**src/rtl/pe_seq_ctrl.sv**
```systemverilog
// Tile sequencer for a row of unary-rate PEs: clear, weight load, cfg_k MAC
// windows of L bitstream cycles, then a fixed drain before signalling done.
module pe_seq_ctrl #(
  parameter int IWIDTH = 8,
  parameter int KWIDTH = 16,
  parameter int DRAIN  = 4
) (
  input  logic              clk,
  input  logic              rst,
  input  logic              start,
  input  logic              abort,
  input  logic [IWIDTH-2:0] cfg_len,
  input  logic [KWIDTH-1:0] cfg_k,
  output logic              busy,
  output logic              done,
  output logic              en_i,
  output logic              clr_i,
  output logic              en_w,
  output logic              clr_w,
  output logic              en_o,
  output logic              clr_o,
  output logic              mac_done
);

  localparam int LW = IWIDTH - 1;
  localparam int DW = (DRAIN > 1) ? $clog2(DRAIN + 1) : 1;

  typedef enum logic [2:0] {
    S_IDLE,
    S_CLEAR,
    S_LOAD_W,
    S_RUN,
    S_DRAIN,
    S_DONE
  } state_t;

  state_t            state_q, state_d;
  logic [LW-1:0]     cyc_q, cyc_d;
  logic [KWIDTH-1:0] win_q, win_d;
  logic [DW-1:0]     dcnt_q, dcnt_d;
  logic [LW-1:0]     len_q, len_d;
  logic [KWIDTH-1:0] k_q, k_d;
  logic [LW-1:0]     last_cyc_q, last_cyc_d;

  // cfg_len==0 encodes full length; len-1 then wraps naturally to all-ones.
  assign last_cyc_q = len_q - LW'(1);
  assign last_cyc_d = len_d - LW'(1);

  always_comb begin
    state_d = state_q;
    cyc_d   = cyc_q;
    win_d   = win_q;
    dcnt_d  = dcnt_q;
    len_d   = len_q;
    k_d     = k_q;
    unique case (state_q)
      S_IDLE: begin
        if (start) begin
          state_d = S_CLEAR;
          len_d   = cfg_len;
          k_d     = cfg_k;
        end
      end
      S_CLEAR: begin
        dcnt_d  = '0;
        state_d = (k_q == '0) ? S_DRAIN : S_LOAD_W;
      end
      S_LOAD_W: begin
        state_d = S_RUN;
        cyc_d   = '0;
        win_d   = '0;
      end
      S_RUN: begin
        if (cyc_q == last_cyc_q) begin
          cyc_d = '0;
          win_d = win_q + KWIDTH'(1);
          if (win_q == k_q - KWIDTH'(1)) begin
            state_d = S_DRAIN;
            dcnt_d  = '0;
          end
        end else begin
          cyc_d = cyc_q + LW'(1);
        end
      end
      S_DRAIN: begin
        if (dcnt_q == DW'(DRAIN - 1)) state_d = S_DONE;
        else                          dcnt_d  = dcnt_q + DW'(1);
      end
      S_DONE:  state_d = S_IDLE;
      default: state_d = S_IDLE;
    endcase
    if (abort && state_q != S_IDLE) state_d = S_IDLE;
  end

  // Outputs are registered by decoding the next state, so they line up with state_q.
  always_ff @(posedge clk) begin
    if (rst) begin
      state_q  <= S_IDLE;
      cyc_q    <= '0;
      win_q    <= '0;
      dcnt_q   <= '0;
      len_q    <= '0;
      k_q      <= '0;
      busy     <= 1'b0;
      done     <= 1'b0;
      en_i     <= 1'b0;
      clr_i    <= 1'b0;
      en_w     <= 1'b0;
      clr_w    <= 1'b0;
      en_o     <= 1'b0;
      clr_o    <= 1'b0;
      mac_done <= 1'b0;
    end else begin
      state_q  <= state_d;
      cyc_q    <= cyc_d;
      win_q    <= win_d;
      dcnt_q   <= dcnt_d;
      len_q    <= len_d;
      k_q      <= k_d;
      busy     <= (state_d != S_IDLE);
      done     <= (state_d == S_DONE);
      en_i     <= (state_d == S_RUN) && (cyc_d == '0);
      clr_i    <= (state_d == S_CLEAR);
      en_w     <= (state_d == S_LOAD_W);
      clr_w    <= (state_d == S_CLEAR);
      en_o     <= (state_d == S_RUN);
      clr_o    <= (state_d == S_CLEAR);
      mac_done <= (state_d == S_RUN) && (cyc_d == last_cyc_d);
    end
  end

endmodule

```
**config.mk**
```make
export PLATFORM = sky130hd
export DESIGN_NAME = pe_seq_ctrl
export DESIGN_NICKNAME = d
export VERILOG_FILES = /design/src/rtl/pe_seq_ctrl.sv
export SDC_FILE = /design/constraint.sdc
export NUM_CORES = 1
export LEC_CHECK = 0
export BUFFER_PORTS_ARGS = -buffer_cell sky130_fd_sc_hd__buf_2
export CAP_MARGIN = 20
export CORE_UTILIZATION = 40
export CTS_BUF_LIST = sky130_fd_sc_hd__clkbuf_16
export CTS_CLUSTER_DIAMETER = 30
export DETAILED_ROUTE_END_ITERATION = 7
export SETUP_SLACK_MARGIN = 0.15
export SYNTH_ARGS = -nofsm -noshare
export SYNTH_HDL_FRONTEND = slang
export SYNTH_SLANG_ARGS = --single-unit
```
**constraint.sdc**
```tcl
create_clock -name clk -period 5.7 [get_ports clk]
set_clock_uncertainty 0.1 [all_clocks]
set_input_delay 0 -clock clk [delete_from_list [all_inputs] [get_ports clk]]
set_output_delay 0 -clock clk [all_outputs]
set_load 0.01 [all_outputs]
```
Yosys cells after proc, flatten, opt, wreduce, memory -nomap -nowiden --
Index checks and enable logic that the tools add are counted.
Storage, ports and cells: bits in read-only memories 0, output and inout port bits 9, bits in registers 59, bits in latches 0, memories 0, input port bits 27, bits in writable memories 0
Cells by class: bitwise operators 0, $add $sub $neg 6, magnitude comparators 0, eq/ne operators 15, divide/modulo/power cells 0, reduce and logical (&&, ||, !) cells 13, multiplexer cells 17, shift operators 0, multipliers 0
Operator list (number):
- $pmux W16 S2 | 1
- $mux W3 | 9
- $mux W7 | 3
- $add A16 B1 Y16 const B | 1
- $eq A16 B16 Y1 | 1
- $logic_not A16 Y1 | 1
- $mux W16 | 1
- $sub A16 B1 Y16 const B | 1
- $eq A3 B2 Y1 const B | 5
- $pmux W3 S5 | 1
- $eq A7 B7 Y1 | 2
- $pmux W7 S2 | 1
- $sub A7 B1 Y7 const B | 2
- $pmux W3 S3 | 1
- $reduce_bool A3 Y1 | 3
- $add A7 B1 Y7 const B | 1
- $logic_not A7 Y1 | 1
- $eq A3 B1 Y1 const B | 2
- $eq A3 B3 Y1 const B | 2
- $ne A2 B2 Y1 const B | 3
- $reduce_and A2 Y1 | 2
- $reduce_and A4 Y1 | 1
- $add A3 B1 Y3 const B | 1
- $logic_and A1 B1 Y1 | 3
- other kinds (2) | 2

Logic depth before layout (Yosys ltp) --
Gate-level depths: netlist of the first run.
depth in word-level cells 8, mapped depth 14, mapped depth without buffers 12

Least setup slack after synthesis of the first run --
OpenSTA, ideal clock, no wires.
kind register to register, start point reg state_q[1], end point reg mac_done, path slack 2.529 ns, buffers on the path 2, arrival time 2.975 ns, cell stages (with the launch flop) 13, setup time 0.096 ns, cells stage by stage dfxtp_1 -> clkbuf_1 -> nor4b_1 -> buf_2 -> mux2i_1 -> ha_1 -> nor3b_1 -> xnor2_1 -> mux2i_1 -> o22ai_1 -> a311oi_1 -> nand4_1 -> nor4b_1
Between the ends: word-level cells in the longest chain between the ends 6
Ends and longest elaborated chain:
- start, declared | RTL line 37 | state_t state_q, state_d;
- start signal, assigned | RTL line 114 | state_q <= state_d;
- parallel branches: the longest is 5 deep, another holds $sub A7 B1 Y7
- $logic_and A1 B1 Y1 * | RTL line 128 | mac_done <= (state_d == S_RUN) && (cyc_d == last_cyc_d);
- end signal, assigned | RTL line 128
- end, declared | RTL line 22 | output logic mac_done
Every way passes the cells marked *. A chain may end at the register's enable or synchronous reset.

Worst setup path in the final report of the first run --
start point reg state_q[0], end point reg mac_done
The elaborated chain is that of the path after synthesis.

==> flow_metrics.tcl, run 1 <==
set metrics [dict create \
    worst_slew_pin_slew_ps 1010 \
    die_h_um 98.6 \
    seq_power_share 0.354 \
    vias 3548 \
    synth_common_cells "61 x nand2_1, 59 x dfxtp_1, 44 x a21oi_1, 44 x nor2_1, 31 x xnor2_1" \
    core_mm2 0.00889 \
    switching_share 0.312 \
    p_leak_nw 1.70 \
    final_max_slew_viol_count 0 \
    pwr-share-clk 0.391 \
    h-tree-depth 3 \
    drtAntennaViolNets 0 \
    track_usage 0.204 \
    fmax_ghz 0.262 \
    cts-root-buf "clkbuf_16" \
    power_density_mw_per_mm2 298 \
    start_util 0.420 \
    fill_cells 869 \
    synth_area_leader_cell "dfxtp_1" \
    timing.rr.end "mac_done$_SDFF_PP0_" \
    outcome "finished, final reports clean" \
    cts_buffers 9 \
    slowest_delay_ps 570 \
    avgSynthCellArea_um2 7.75 \
    clock_latency_ps 330 \
    die_x_um 98.6 \
    path_max_fanout 28 \
    post_drt_wl_per_cell_um 14.8 \
    power.total_mw 1.33 \
    min_period_ps 3820 \
    min_from "cfg_len[0]" \
    whs_path_depth 3 \
    clkTransAtPathRegs_ps 50 \
    numPortBuffers 35 \
    peakVddDrop_mv 0.143 \
    cts_tree "yes" \
    vias_per_cell 5.57 \
    gp_congestion 0.875 \
    synth_nets 515 \
    rows 34 \
    synth_edf_count 0 \
    yosys_most_used_dff "dfxtp_1" \
    netlist.area_leader.share 0.317 \
    io_pins 36 \
    ctsLongestPathBuffers 2 \
    share_comb_of_total_power 0.255 \
    endpoint_kind "flip-flop" \
    synthArstFlopShare 0 \
    maxCapViolations 0 \
    drcViolationCount 0 \
    holdWs_ps 49.1 \
    cp_num_buf_inv 1 \
    worstSetupStartpointType "flip-flop" \
    dieArea_mm2 0.00972 \
    arrival_ps 3950 \
    reg2reg_depth 11 \
    drt_iter0_drc 231 \
    cp_top_family "simple AND/OR/NAND/NOR gates" \
    ys_ff_latch 59 \
    drive_gt1_frac 0.121 \
    syn2layout_area_growth_pct 19.9 \
    hp-class "in2reg" \
    rsz0062_at_grt "no" \
    period_share 0.670 \
    path_class "reg2reg" \
    tns_ps 0 \
    ff2ff_setup_slack_ps 1880 \
    final_hold_viol_count 0 \
    first_pass_iters 5 \
    power.switching_mw 0.415 \
    synth_cell_type_count 64 \
    reg2reg_from "state_q[0]$_SDFF_PP0_" \
    holdPathEnd "len_q[0]$_SDFF_PP0_" \
    path_cells "nor4b_2 > buf_4 > mux2i_1 > ha_1 > nor3b_1 > xnor2_1 > mux2i_1 > o22ai_1 > a311oi_1 > nand4_1 > nor4b_1" \
    numClockSinks 59 \
    cpMostUsedCell "mux2i_1" \
    ys_seq_area_frac 0.317 \
    required_ps 5820 \
    layout.nets 558 \
    crit_slowest_cell "mux2i_1" \
    grt_pass1_vias 3346 \
    hpwl_um 6610 \
    grt_pass1_wl_um 15900 \
    grt_start_max_net_pins 39 \
    setup_viol 0 \
    post-cts-setup-buffers 0 \
    synth_area_leaders "dfxtp_1 32%, xnor2_1 7.3%, nand2_1 6.1%" \
    yosysWarnings 0 \
    grt_overflow 0 \
    maxSlewHeadroom 0.328 \
    antenna_found_initial 0 \
    cts-resized-gates 0 \
    mappedNetlistArea_mm2 0.00373 \
    wirelength_um 9430 \
    diodes 0 \
    netlist_instances 481 \
    yosysMostFrequentCell "nand2_1" \
    internal_power_mw 0.917 \
]
[cells in the final DEF (no fill, tap or decap), types with 7 or more instances in the layout]
master / Yosys / routed
nand2_1: 61 / 61
dfxtp_1: 59 / 59
a21oi_1: 44 / 44
nor2_1: 44 / 44
buf_2: 4 / 35
xnor2_1: 31 / 31
dlygate4sd3_1: 0 / 25
xor2_1: 20 / 20
inv_1: 13 / 14
nor3_1: 14 / 14
nand3_1: 14 / 14
or3_1: 12 / 12
mux2i_1: 11 / 11
clkbuf_16: 0 / 9
nand4_1: 8 / 8
o21ai_1: 8 / 8
ha_1: 7 / 7
[registers in the layout (all words and copies together) (netlist names)]
name / cells
win_q: 16
en_o: 1
busy: 1
k_q: 16
clr_o: 1
en_i: 1
en_w: 1
dcnt_q: 3
done: 1
cyc_q: 7
state_q: 3
mac_done: 1
len_q: 7
[stage by stage]
| step | util | cell area, um^2 | std cells | setup WS [ps] |
|---|---|---|---|---|
| 6_report | 0.503 | 4470 | 637 | 1880 |
| 5_1_grt | 0.503 | 4470 | 637 | 1480 |
| 4_1_cts | 0.503 | 4470 | 637 | 1930 |
| 3_5_place_dp | 0.443 | 3940 | 596 | 1990 |
| 3_3_place_gp | 0.443 | 3940 | 596 | 2190 |
| 2_1_floorplan | - | 3730 | 481 | 2530 |
[worst max-delay path by stage]
stage | from | end | cells after the start
3_5_place_dp | state_q[0]$_SDFF_PP0_ | mac_done$_SDFF_PP0_ | 11
2_1_floorplan | state_q[1]$_SDFF_PP0_ | mac_done$_SDFF_PP0_ | 12
3_3_place_gp | state_q[0]$_SDFF_PP0_ | mac_done$_SDFF_PP0_ | 11
6_report | state_q[0]$_SDFF_PP0_ | mac_done$_SDFF_PP0_ | 11
5_1_grt | state_q[2]$_SDFF_PP0_ | mac_done$_SDFF_PP0_ | 11
4_1_cts | state_q[0]$_SDFF_PP0_ | mac_done$_SDFF_PP0_ | 11
[layout make-up]
type | instances | area (um^2) | share of cell area
Clock buffer | 9 | 225 | 0.0504
Clock inverter | 7 | 60.1 | 0.0134
Inverter | 13 | 48.8 | 0.0109
Multi-Input combinational cell | 377 | 2370 | 0.529
Sequential cell | 59 | 1180 | 0.264
Tap cell | 108 | 135 | 0.0302
Timing Repair Buffer | 64 | 455 | 0.102
[metal layers]
metal / wire [um] / part of all wire / vias to the layer above / track usage
met5: 0 / 0 / - / 0
met2: 4090 / 0.43 / 107 / 0.320
met3: 420 / 0.045 / 17 / 0.0333
met1: 4760 / 0.50 / 1631 / 0.281
met4: 165 / 0.017 / 0 / 0.0815
li1: - / - / 1793 / -
[worst register-to-register path, stage by stage (launching register included)]
cell	delay (ps)
dfxtp_1	480
nor4b_2	310
buf_4	350
mux2i_1	590
ha_1	330
nor3b_1	250
xnor2_1	120
mux2i_1	360
o22ai_1	130
a311oi_1	290
nand4_1	130
nor4b_1	280
[kinds of logic after synthesis]
group | count (synthesis) | synth area share
fa+ha+maj | 7 | 0.0235
buf+inv | 45 | 0.0507
mux | 11 | 0.0295
xor+xnor | 51 | 0.120
simple gates | 209 | 0.294
compound gates | 99 | 0.166
flops | 59 | 0.317
[what timing repair did]
item                       4_1_cts  5_1_grt
hold endpoints to repair        24        0
hold buffers                    25        0
setup endpoints to repair        0        0
[power by group through the flow]
| stage | logic (mW) | registers, mW | clock network, mW |
|---|---|---|---|
| final | 0.340 | 0.472 | 0.520 |
| after global routing | 0.376 | 0.476 | 0.549 |
| after CTS | 0.338 | 0.471 | 0.528 |
| after detailed placement | 0.322 | 0.480 | 0 |
| after global placement | 0.315 | 0.479 | 0 |
| after floorplan | 0.268 | 0.464 | 0 |
Power figures use the tool's default switching activity.
==> run 2, diff against run 1 <==
Clock period 5.7 ns to 3.1 ns, I/O delays scaled along.
==> flow_metrics.tcl, run 2 (synthesis results as in run 1) <==
set metrics [dict create \
    rsz0062_at_grt "yes" \
    seq_power_share 0.330 \
    crit_slowest_cell "or4_4" \
    maxSlewHeadroom 0.476 \
    multiInputGateArea_mm2 0.00246 \
    cts-root-buf "clkbuf_16" \
    internal_power_mw 1.78 \
    path_class "reg2reg" \
    ctsLongestPathBuffers 2 \
    grt_overflow 0 \
    layout.nets 586 \
    worstSetupStartpointType "flip-flop" \
    cts_tree "yes" \
    timing.rr.end "mac_done$_SDFF_PP0_" \
    path_max_fanout 8 \
    grt_start_max_net_pins 39 \
    power.total_mw 2.59 \
    whs_path_depth 4 \
    grtUsageMet3 0.0319 \
    pwr-share-clk 0.374 \
    cp_num_buf_inv 2 \
    hp-class "in2reg" \
    power.switching_mw 0.814 \
    min_period_ps 2930 \
    cts_buffers 9 \
    clkTransAtPathRegs_ps 50 \
    vias 3654 \
    numPortBuffers 35 \
    tns_ps 0 \
    drtAntennaViolNets 0 \
    hpwl_um 7090 \
    power_density_mw_per_mm2 541 \
    setup_slack_ps 171 \
    setup_viol 0 \
    peakVddDrop_mv 0.271 \
    final_cell_mix "61 x nand2_1, 55 x dfxtp_1, 44 x nor2_1" \
    antenna_found_initial 0 \
    arrival_ps 3060 \
    final_hold_viol_count 0 \
    core_mm2 0.00889 \
    first_pass_iters 5 \
    worst_slew_pin_slew_ps 786 \
    wirelength_um 9980 \
    clock_latency_ps 320 \
    grt-busiest-layer "met2" \
    vias_per_cell 5.49 \
    dp_slack_ps 159 \
    track_usage 0.211 \
    fill_cells 837 \
    slowest_delay_ps 580 \
    drt_iter0_drc 243 \
    fmax_ghz 0.341 \
    syn2layout_area_growth_pct 28.4 \
    cp_top_family "simple AND/OR/NAND/NOR gates" \
    outcome "finished, final reports clean" \
    holdPathEnd "len_q[0]$_SDFF_PP0_" \
    reg2reg_depth 10 \
    dieArea_mm2 0.00972 \
    ff2ff_setup_slack_ps 170 \
    diodes 0 \
    drcViolationCount 0 \
    start_util 0.420 \
    min_from "cfg_len[0]" \
    die_x_um 98.6 \
    top_regs "k_q: 16 flops, win_q: 16 flops" \
    grt_util_met2 0.345 \
    final_max_slew_viol_count 0 \
    grtUsageMet1 0.284 \
    grt_pass1_vias 3451 \
    reg2reg_from "k_q[1]$_SDFFE_PP0P_" \
    switching_share 0.314 \
    io_pins 36 \
    path_cells "or4_4 > or4_4 > buf_4 > o31a_1 > o22ai_2 > nor4b_2 > nand3_2 > buf_4 > nand4_1 > nor4b_2" \
    endpoint_kind "flip-flop" \
    drive_gt1_frac 0.201 \
    gp_congestion 0.934 \
    post_drt_wl_per_cell_um 15.0 \
    h-tree-depth 3 \
    holdWs_ps 45.2 \
    maxCapViolations 0 \
    rows 34 \
    share_comb_of_total_power 0.296 \
    p_leak_nw 1.87 \
    required_ps 3230 \
    mostFrequentLayoutCell "nand2_1" \
    ff_latch_area_mm2 0.00119 \
    grt_pass1_wl_um 16400 \
    period_share 0.945 \
    numClockSinks 59 \
    die_h_um 98.6 \
    critPathLaunch "k_q[1]$_SDFFE_PP0P_" \
]
==> run 2: changes by cell type in the layout (fill, tap and decap cells not counted), moves of 2 or more <==
cell     before  now
a21oi_1      44   42
dfxtp_2       0    3
mux2i_1      11    9
buf_4         4   32
a21oi_2       0    2
dfxtp_1      59   55
or4_4         1    4
or4_1         4    1
nor3b_1       6    4
==> run 2: stage by stage <==
step / std cells / cell area (um^2) / util
after global placement: 619 / 4130 / 0.465
after global routing: 665 / 4790 / 0.539
after CTS: 659 / 4660 / 0.524
after floorplan: 481 / 3760 / -
final: 665 / 4790 / 0.539
after detailed placement: 619 / 4130 / 0.465
==> run 2: per-layer routing <==
layer,up-vias,share of wire
met2,88,0.45
met1,1699,0.50
li1,1851,-
met5,-,0
met3,16,0.033
met4,0,0.016
==> run 2: power by group through the flow <==
stage          clock network (mW)  registers [mW]  logic [mW]
2_1_floorplan                   0           0.853       0.501
3_3_place_gp                    0           0.866       0.671
3_5_place_dp                    0           0.869       0.683
4_1_cts                     0.985           0.853       0.708
5_1_grt                      1.02           0.863       0.839
6_report                    0.970           0.856       0.766
==> run 2: layout make-up <==
cell class / count / share of cell area
Timing Repair Buffer: 92 / 0.139
Clock inverter: 7 / 0.0125
Sequential cell: 59 / 0.248
Tap cell: 108 / 0.0282
Multi-Input combinational cell: 377 / 0.515
Clock buffer: 9 / 0.0470
Inverter: 13 / 0.0102
==> run 2: how the worst max path moves through the flow <==
stage,to,slack [ps],depth (start not counted)
after global placement,dcnt_q[2]$_SDFFE_PP0P_,220,8
after detailed placement,dcnt_q[0]$_SDFFE_PP0P_,160,8
final,mac_done$_SDFF_PP0_,170,10
after global routing,dcnt_q[0]$_SDFFE_PP0P_,60,10
after floorplan,mac_done$_SDFF_PP0_,180,12
after CTS,dcnt_q[0]$_SDFFE_PP0P_,150,8
==> run 2: timing repair <==
| item | in CTS | in global routing |
|---|---|---|
| hold buffers | 24 | 0 |
| setup endpoints to repair | 0 | 9 |
| hold endpoints to repair | 24 | 0 |
| gates resized for setup | 0 | 20 |
| buffers inserted | 0 | 6 |
==> run 2: worst register-to-register path, stage by stage, from the launching register on <==
cell     delay (ps)
dfxtp_2         330
or4_4           580
or4_4           450
buf_4           170
o31a_1          250
o22ai_2         160
nor4b_2          70
nand3_2         160
buf_4           140
nand4_1         110
nor4b_2         300
